`src/rtl/mips_pkg.sv`:
```
// Shared MIPS datapath constants for the decode-stage register file.
package mips_pkg;
    localparam int DATA_W     = 32;
    localparam int REG_ADDR_W = 5;
    localparam int NREGS      = 32;
    localparam logic [REG_ADDR_W-1:0] REG_ZERO = 5'd0;
endpackage

```
`src/rtl/register_file_if.sv`:
```
// Read/write port bundle between decode logic (master) and the register file (slave).
interface register_file_if;
    import mips_pkg::*;

    logic [REG_ADDR_W-1:0] Ard1;
    logic [REG_ADDR_W-1:0] Ard2;
    logic [REG_ADDR_W-1:0] Awr;
    logic                  WrEn;
    logic [DATA_W-1:0]     Din;
    logic [DATA_W-1:0]     Dout1;
    logic [DATA_W-1:0]     Dout2;

    modport master (output Ard1, Ard2, Awr, WrEn, Din, input Dout1, Dout2);
    modport slave  (input Ard1, Ard2, Awr, WrEn, Din, output Dout1, Dout2);
endinterface

```
`src/rtl/dec5to32.sv`:
```
// 5-to-32 one-hot address decoder driving the register write enables.
module dec5to32 (
    input  logic [4:0]  Adr,
    output logic [31:0] Out
);
    // one-hot decode of the address
    always_comb begin
        Out      = 32'd0;
        Out[Adr] = 1'b1;
    end
endmodule

```
`src/rtl/register_file.sv`:
```
// 32 x 32-bit MIPS register file: two combinational read ports, one clocked
// write port, r0 hard-wired to zero, optional write-through bypass.
module register_file #(
    parameter int DATA_W = 32,
    parameter int NREGS  = 32,
    parameter int BYPASS = 1
) (
    input  logic           Clk,
    input  logic           Rst_n,
    register_file_if.slave bus
);
    import mips_pkg::*;

    logic [31:0]       dec_out_s;
    logic [NREGS-1:0]  wr_en_s;
    logic [DATA_W-1:0] rd_array_s [NREGS];
    logic              byp1_s;
    logic              byp2_s;

    dec5to32 u_dec (
        .Adr (bus.Awr),
        .Out (dec_out_s)
    );

    // Bit 0 is forced low so r0 keeps its reset value of zero forever.
    assign wr_en_s = dec_out_s & {{(NREGS-1){bus.WrEn}}, 1'b0};

    for (genvar i = 0; i < NREGS; i++) begin : g_reg
        logic [DATA_W-1:0] q_r;

        // storage element with per-register enable
        always_ff @(posedge Clk or negedge Rst_n) begin
            if (!Rst_n) begin
                q_r <= '0;
            end else if (wr_en_s[i]) begin
                q_r <= bus.Din;
            end else begin
                q_r <= q_r;
            end
        end

        assign rd_array_s[i] = q_r;
    end

    assign byp1_s = (BYPASS != 0) && bus.WrEn && (bus.Awr != REG_ZERO) && (bus.Ard1 == bus.Awr);
    assign byp2_s = (BYPASS != 0) && bus.WrEn && (bus.Awr != REG_ZERO) && (bus.Ard2 == bus.Awr);

    // read muxes with independent write-through per port
    always_comb begin
        bus.Dout1 = rd_array_s[bus.Ard1];
        bus.Dout2 = rd_array_s[bus.Ard2];
        if (byp1_s) begin
            bus.Dout1 = bus.Din;
        end else begin
            bus.Dout1 = rd_array_s[bus.Ard1];
        end
        if (byp2_s) begin
            bus.Dout2 = bus.Din;
        end else begin
            bus.Dout2 = rd_array_s[bus.Ard2];
        end
    end
endmodule

```
`src/flat_wrapper.sv`:
```
// flat-port wrapper written by rule: the top's interface ports become plain ports
module register_file_flat import mips_pkg::*;
#(
    parameter int DATA_W = 32,
    parameter int NREGS  = 32,
    parameter int BYPASS = 1
)
  (Clk, Rst_n, bus_Ard1, bus_Ard2, bus_Awr, bus_WrEn, bus_Din, bus_Dout1, bus_Dout2);
  register_file_if bus_i ();
  input  logic Clk;
  input  logic Rst_n;
  input wire logic [$bits(bus_i.Ard1)-1:0] bus_Ard1;
  input wire logic [$bits(bus_i.Ard2)-1:0] bus_Ard2;
  input wire logic [$bits(bus_i.Awr)-1:0] bus_Awr;
  input wire logic [$bits(bus_i.WrEn)-1:0] bus_WrEn;
  input wire logic [$bits(bus_i.Din)-1:0] bus_Din;
  output wire logic [$bits(bus_i.Dout1)-1:0] bus_Dout1;
  output wire logic [$bits(bus_i.Dout2)-1:0] bus_Dout2;
  assign bus_i.Ard1 = bus_Ard1;
  assign bus_i.Ard2 = bus_Ard2;
  assign bus_i.Awr = bus_Awr;
  assign bus_i.WrEn = bus_WrEn;
  assign bus_i.Din = bus_Din;
  assign bus_Dout1 = bus_i.Dout1;
  assign bus_Dout2 = bus_i.Dout2;
  register_file #(.DATA_W(DATA_W), .NREGS(NREGS), .BYPASS(BYPASS)) u_core (.Clk(Clk), .Rst_n(Rst_n), .bus(bus_i));
endmodule
```
`config.mk`:
```
export PLATFORM = sky130hd
export DESIGN_NAME = register_file_flat
export DESIGN_NICKNAME = d
export VERILOG_FILES = /design/src/rtl/mips_pkg.sv /design/src/rtl/register_file_if.sv /design/src/rtl/dec5to32.sv /design/src/rtl/register_file.sv /design/src/flat_wrapper.sv
export SDC_FILE = /design/constraint.sdc
export NUM_CORES = 2
export LEC_CHECK = 0
export ABC_CLOCK_PERIOD_IN_PS = 3100
export CAP_MARGIN = 0
export CORE_MARGIN = 1
export CORE_UTILIZATION = 53
export DETAILED_ROUTE_END_ITERATION = 6
export GPL_TIMING_DRIVEN = 0
export PLACE_DENSITY = 0.68
export SYNTH_ARGS = -nofsm -noshare
export SYNTH_HDL_FRONTEND = slang
export SYNTH_SLANG_ARGS = --single-unit
```
`constraint.sdc`:
```
create_clock -name Clk -period 3.1 [get_ports Clk]
set_input_delay 0.465 -clock Clk [delete_from_list [all_inputs] [get_ports Clk]]
set_output_delay 0.465 -clock Clk [all_outputs]
set_load 0.02 [all_outputs]
```
==> impl_metrics.ini <==
[run_status]
status = complete, but fails checks
violations = DRC, setup timing

[global_routing]
antenna_found_initial = 11
grt_util_all_layers = 0.395
grt_overflow_total = 0
grt_pass1_wl_um = 283000
grt_pass1_vias = 38000
grt_max_degree = 162

[cells_and_area]
largest_reg_flops = 992
nNetsFinal = 3993
drive_gt1_frac = 0.551
regMostFlops = u_core.g.q_r
area_growth_pct = 16.8
reg.largest.list = u_core.g.q_r: 992 flops
n_fill_cell = 7636
post-route-util = 0.625

[synth]
synth_flop_cell = dfrtp_1
synth_nets = 3727
synth_area_leaders = dfrtp_1 46%, mux2_2 23%, mux4_2 17%, mux2i_1 2.1%, a221oi_1 1.6%
yosys_warnings = 0
ys_seq_elements = 992
synthCells = 3677
synth_area_per_cell_um2 = 14.6
netlist.area_leader.share = 0.463
async_flop_share = 1.00
synth_edf_count = 0
syn_area_um2 = 53600
ys_seq_area_frac = 0.463
synth_top_area_cell = dfrtp_1
yosysUniqueCellTypes = 44

[routing]
finalWirelength_um = 201000
vias_per_cell = 7.24
vias = 38600
wire_per_inst_um = 37.8
drtIter0Drc = 5264
drc_errors = 1
dr.pass1.iters = 7
postRouteAntennaNets = 0

[clock_network]
clk-insertion-delay-late_ns = 0.71
cts.sink_count = 992
clock_path_buffers = 3
clk_pin_slew_ns = 0.06
htreeDepth = 3
cts_buffers = 108
cts_tree = done
clockRootBuffer = clkbuf_16

[place]
dpl.hpwl_um = 137000
portBuffers = 101
gp_routability_congestion = 1.01

[sta]
finalHoldViolCount = 0
setup_slack_ns = -0.0700
drv_slew = 0
slew_headroom = 0.0719
period_share = 1.02
worst_pin_slew_ns = 1.39
finalSetupTns_ns = -0.658
rsz0062_at_grt = yes
skew_ns = 0
setup_violations = 21
fmax_mhz = 315
min_period_ns = 3.17

[floorplan]
ios = 114
design.die.area_um2 = 102000
dieWidth_um = 320
core_um2 = 100000
fp.dieH_um = 320
rows = 116
start_util = 0.535

[power]
p_per_area_nw_per_um2 = 643
power_uw = 40300
leakagePower_uw = 0.0271
peakVddDrop_mv = 0.471

[worst_setup_path]
crit_required_ns = 2.63
cp_common_cell = mux4_2
cpPeakStageDelay_ns = 0.51
critPathSlowestCell = mux4_2
end_kind = primary output
cp_num_buf_inv = 1
cp_top_family = multiplexers
critPathLaunchType = register
crit_fanout = 3
critical_path_arrival_ns = 2.71
path_class = register to primary output
path_cells = mux4_2, mux4_2, nor3b_4, nor3_2, buf_4

[run]
drv_cap = 0

[worst_hold_path]
min_path_type = input port to async pin
## metrics by stage
| step | worst slack, ns | hold slack [ns] | instance area (um^2) | std cells |
|---|---|---|---|---|
| final | -0.0700 | 0.391 | 62600 | 5334 |
| after global routing | -0.102 | 0.453 | 62600 | 5328 |
| after CTS | -0.0603 | 0.429 | 62200 | 5310 |
| after detailed placement | -2.50 | 0.508 | 56400 | 5082 |
| after global placement | -44.77 | 0.499 | 56200 | 5076 |
| after floorplan | 0.306 | 0.169 | 53600 | 3677 |
## placed cells by master (no fill, tap or decap), types with 27 or more instances in the layout
| master | instances |
|---|---|
| clkbuf_4 | 33 |
| buf_6 | 47 |
| buf_1 | 46 |
| clkbuf_8 | 57 |
| clkbuf_16 | 112 |
| mux4_2 | 412 |
| nor3_2 | 27 |
| clkbuf_2 | 27 |
| buf_4 | 91 |
| a221oi_1 | 71 |
| nor2_1 | 71 |
| clkbuf_1 | 125 |
| or3_1 | 30 |
| clkdlybuf4s50_1 | 32 |
| mux2_2 | 1109 |
| nand2_1 | 69 |
| buf_2 | 78 |
| o22ai_1 | 78 |
| dfrtp_1 | 992 |
| mux2i_1 | 112 |
## synth_stat cells, drive strengths merged, types with 2 or more instances
master	n
nor2	71
xnor2	6
xor2	4
a211oi	31
nand2b	3
o22ai	94
nor4	2
dfrtp	992
nand3	14
a21oi	9
mux2i	112
o31ai	10
o211a	9
nor2b	24
or3b	2
nand2	69
o21ai	32
nand3b	6
or2	3
mux4	412
clkbuf	194
buf	215
or3	31
a2111oi	9
a221oi	95
mux2	1109
o2111ai	9
nor3	55
nor3b	28
a31oi	19
## cell type report
| cell class | instances | area [um^2] | area share |
|---|---|---|---|
| Buffer | 405 | 3070 | 0.0490 |
| Timing Repair Buffer | 160 | 1540 | 0.0246 |
| Sequential cell | 992 | 24800 | 0.396 |
| Multi-Input combinational cell | 2276 | 27900 | 0.445 |
| Antenna cell | 6 | 15.0 | 0.000240 |
| Clock inverter | 32 | 445 | 0.00711 |
| Clock buffer | 165 | 3250 | 0.0519 |
| Tap cell | 1298 | 1620 | 0.0259 |
## power by group
| part | internal, uW | switching [uW] | total, uW |
|---|---|---|---|
| Clock | 8030 | 5610 | 13600 |
| Combinational | 5210 | 4030 | 9240 |
| Sequential | 15500 | 1880 | 17400 |
## path summary, 6_finish.rpt
check	from	slack (ns)	cells past startpoint	to
min reg2reg	u_core.g_reg[30].q_r[18]	0.52	1	u_core.g_reg[30].q_r[18]
min in group Clk	bus_Din[10]	0.52	2	u_core.g_reg[27].q_r[10]
max in group asynchronous	Rst_n	0.46	5	u_core.g_reg[26].q_r[7]
max	u_core.g_reg[23].q_r[21]	-0.07	5	bus_Dout2[21]
max reg2reg	u_core.g_reg[18].q_r[22]	2.20	2	u_core.g_reg[18].q_r[22]
min	Rst_n	0.39	2	u_core.g_reg[7].q_r[2]
## layer usage
metal  share of wire  routed length (um)  global-route usage  up-vias
li1                -                   -                   -    14800
met1            0.38               75900               0.526    20500
met2            0.43               87600               0.573     2619
met3            0.12               23500               0.123      706
met4           0.071               14300               0.226       12
met5         0.00053                 106                   0        -
## cells by family (layout without fill, tap and decap cells)
group,count (synthesis),count (layout),synth area share
simple gates,312,312,0.0310
mux,1633,1633,0.427
buf+inv,409,762,0.0337
flops,992,992,0.463
other cells,0,6,0
compound gates,321,321,0.0436
xor+xnor,10,10,0.00163
## what timing repair did
| action | 4_1_cts | 5_1_grt |
|---|---|---|
| endpoints found under the setup margin | 64 | 219 |
| pin swaps | 37 | 29 |
| gates cloned | 0 | 1 |
| setup buffers | 34 | 17 |
| gates resized for setup | 828 | 98 |
| hold buffers | 1 | 0 |
| endpoints found under the hold margin | 121 | 0 |
No activity file was read; power rests on OpenSTA's default activity.
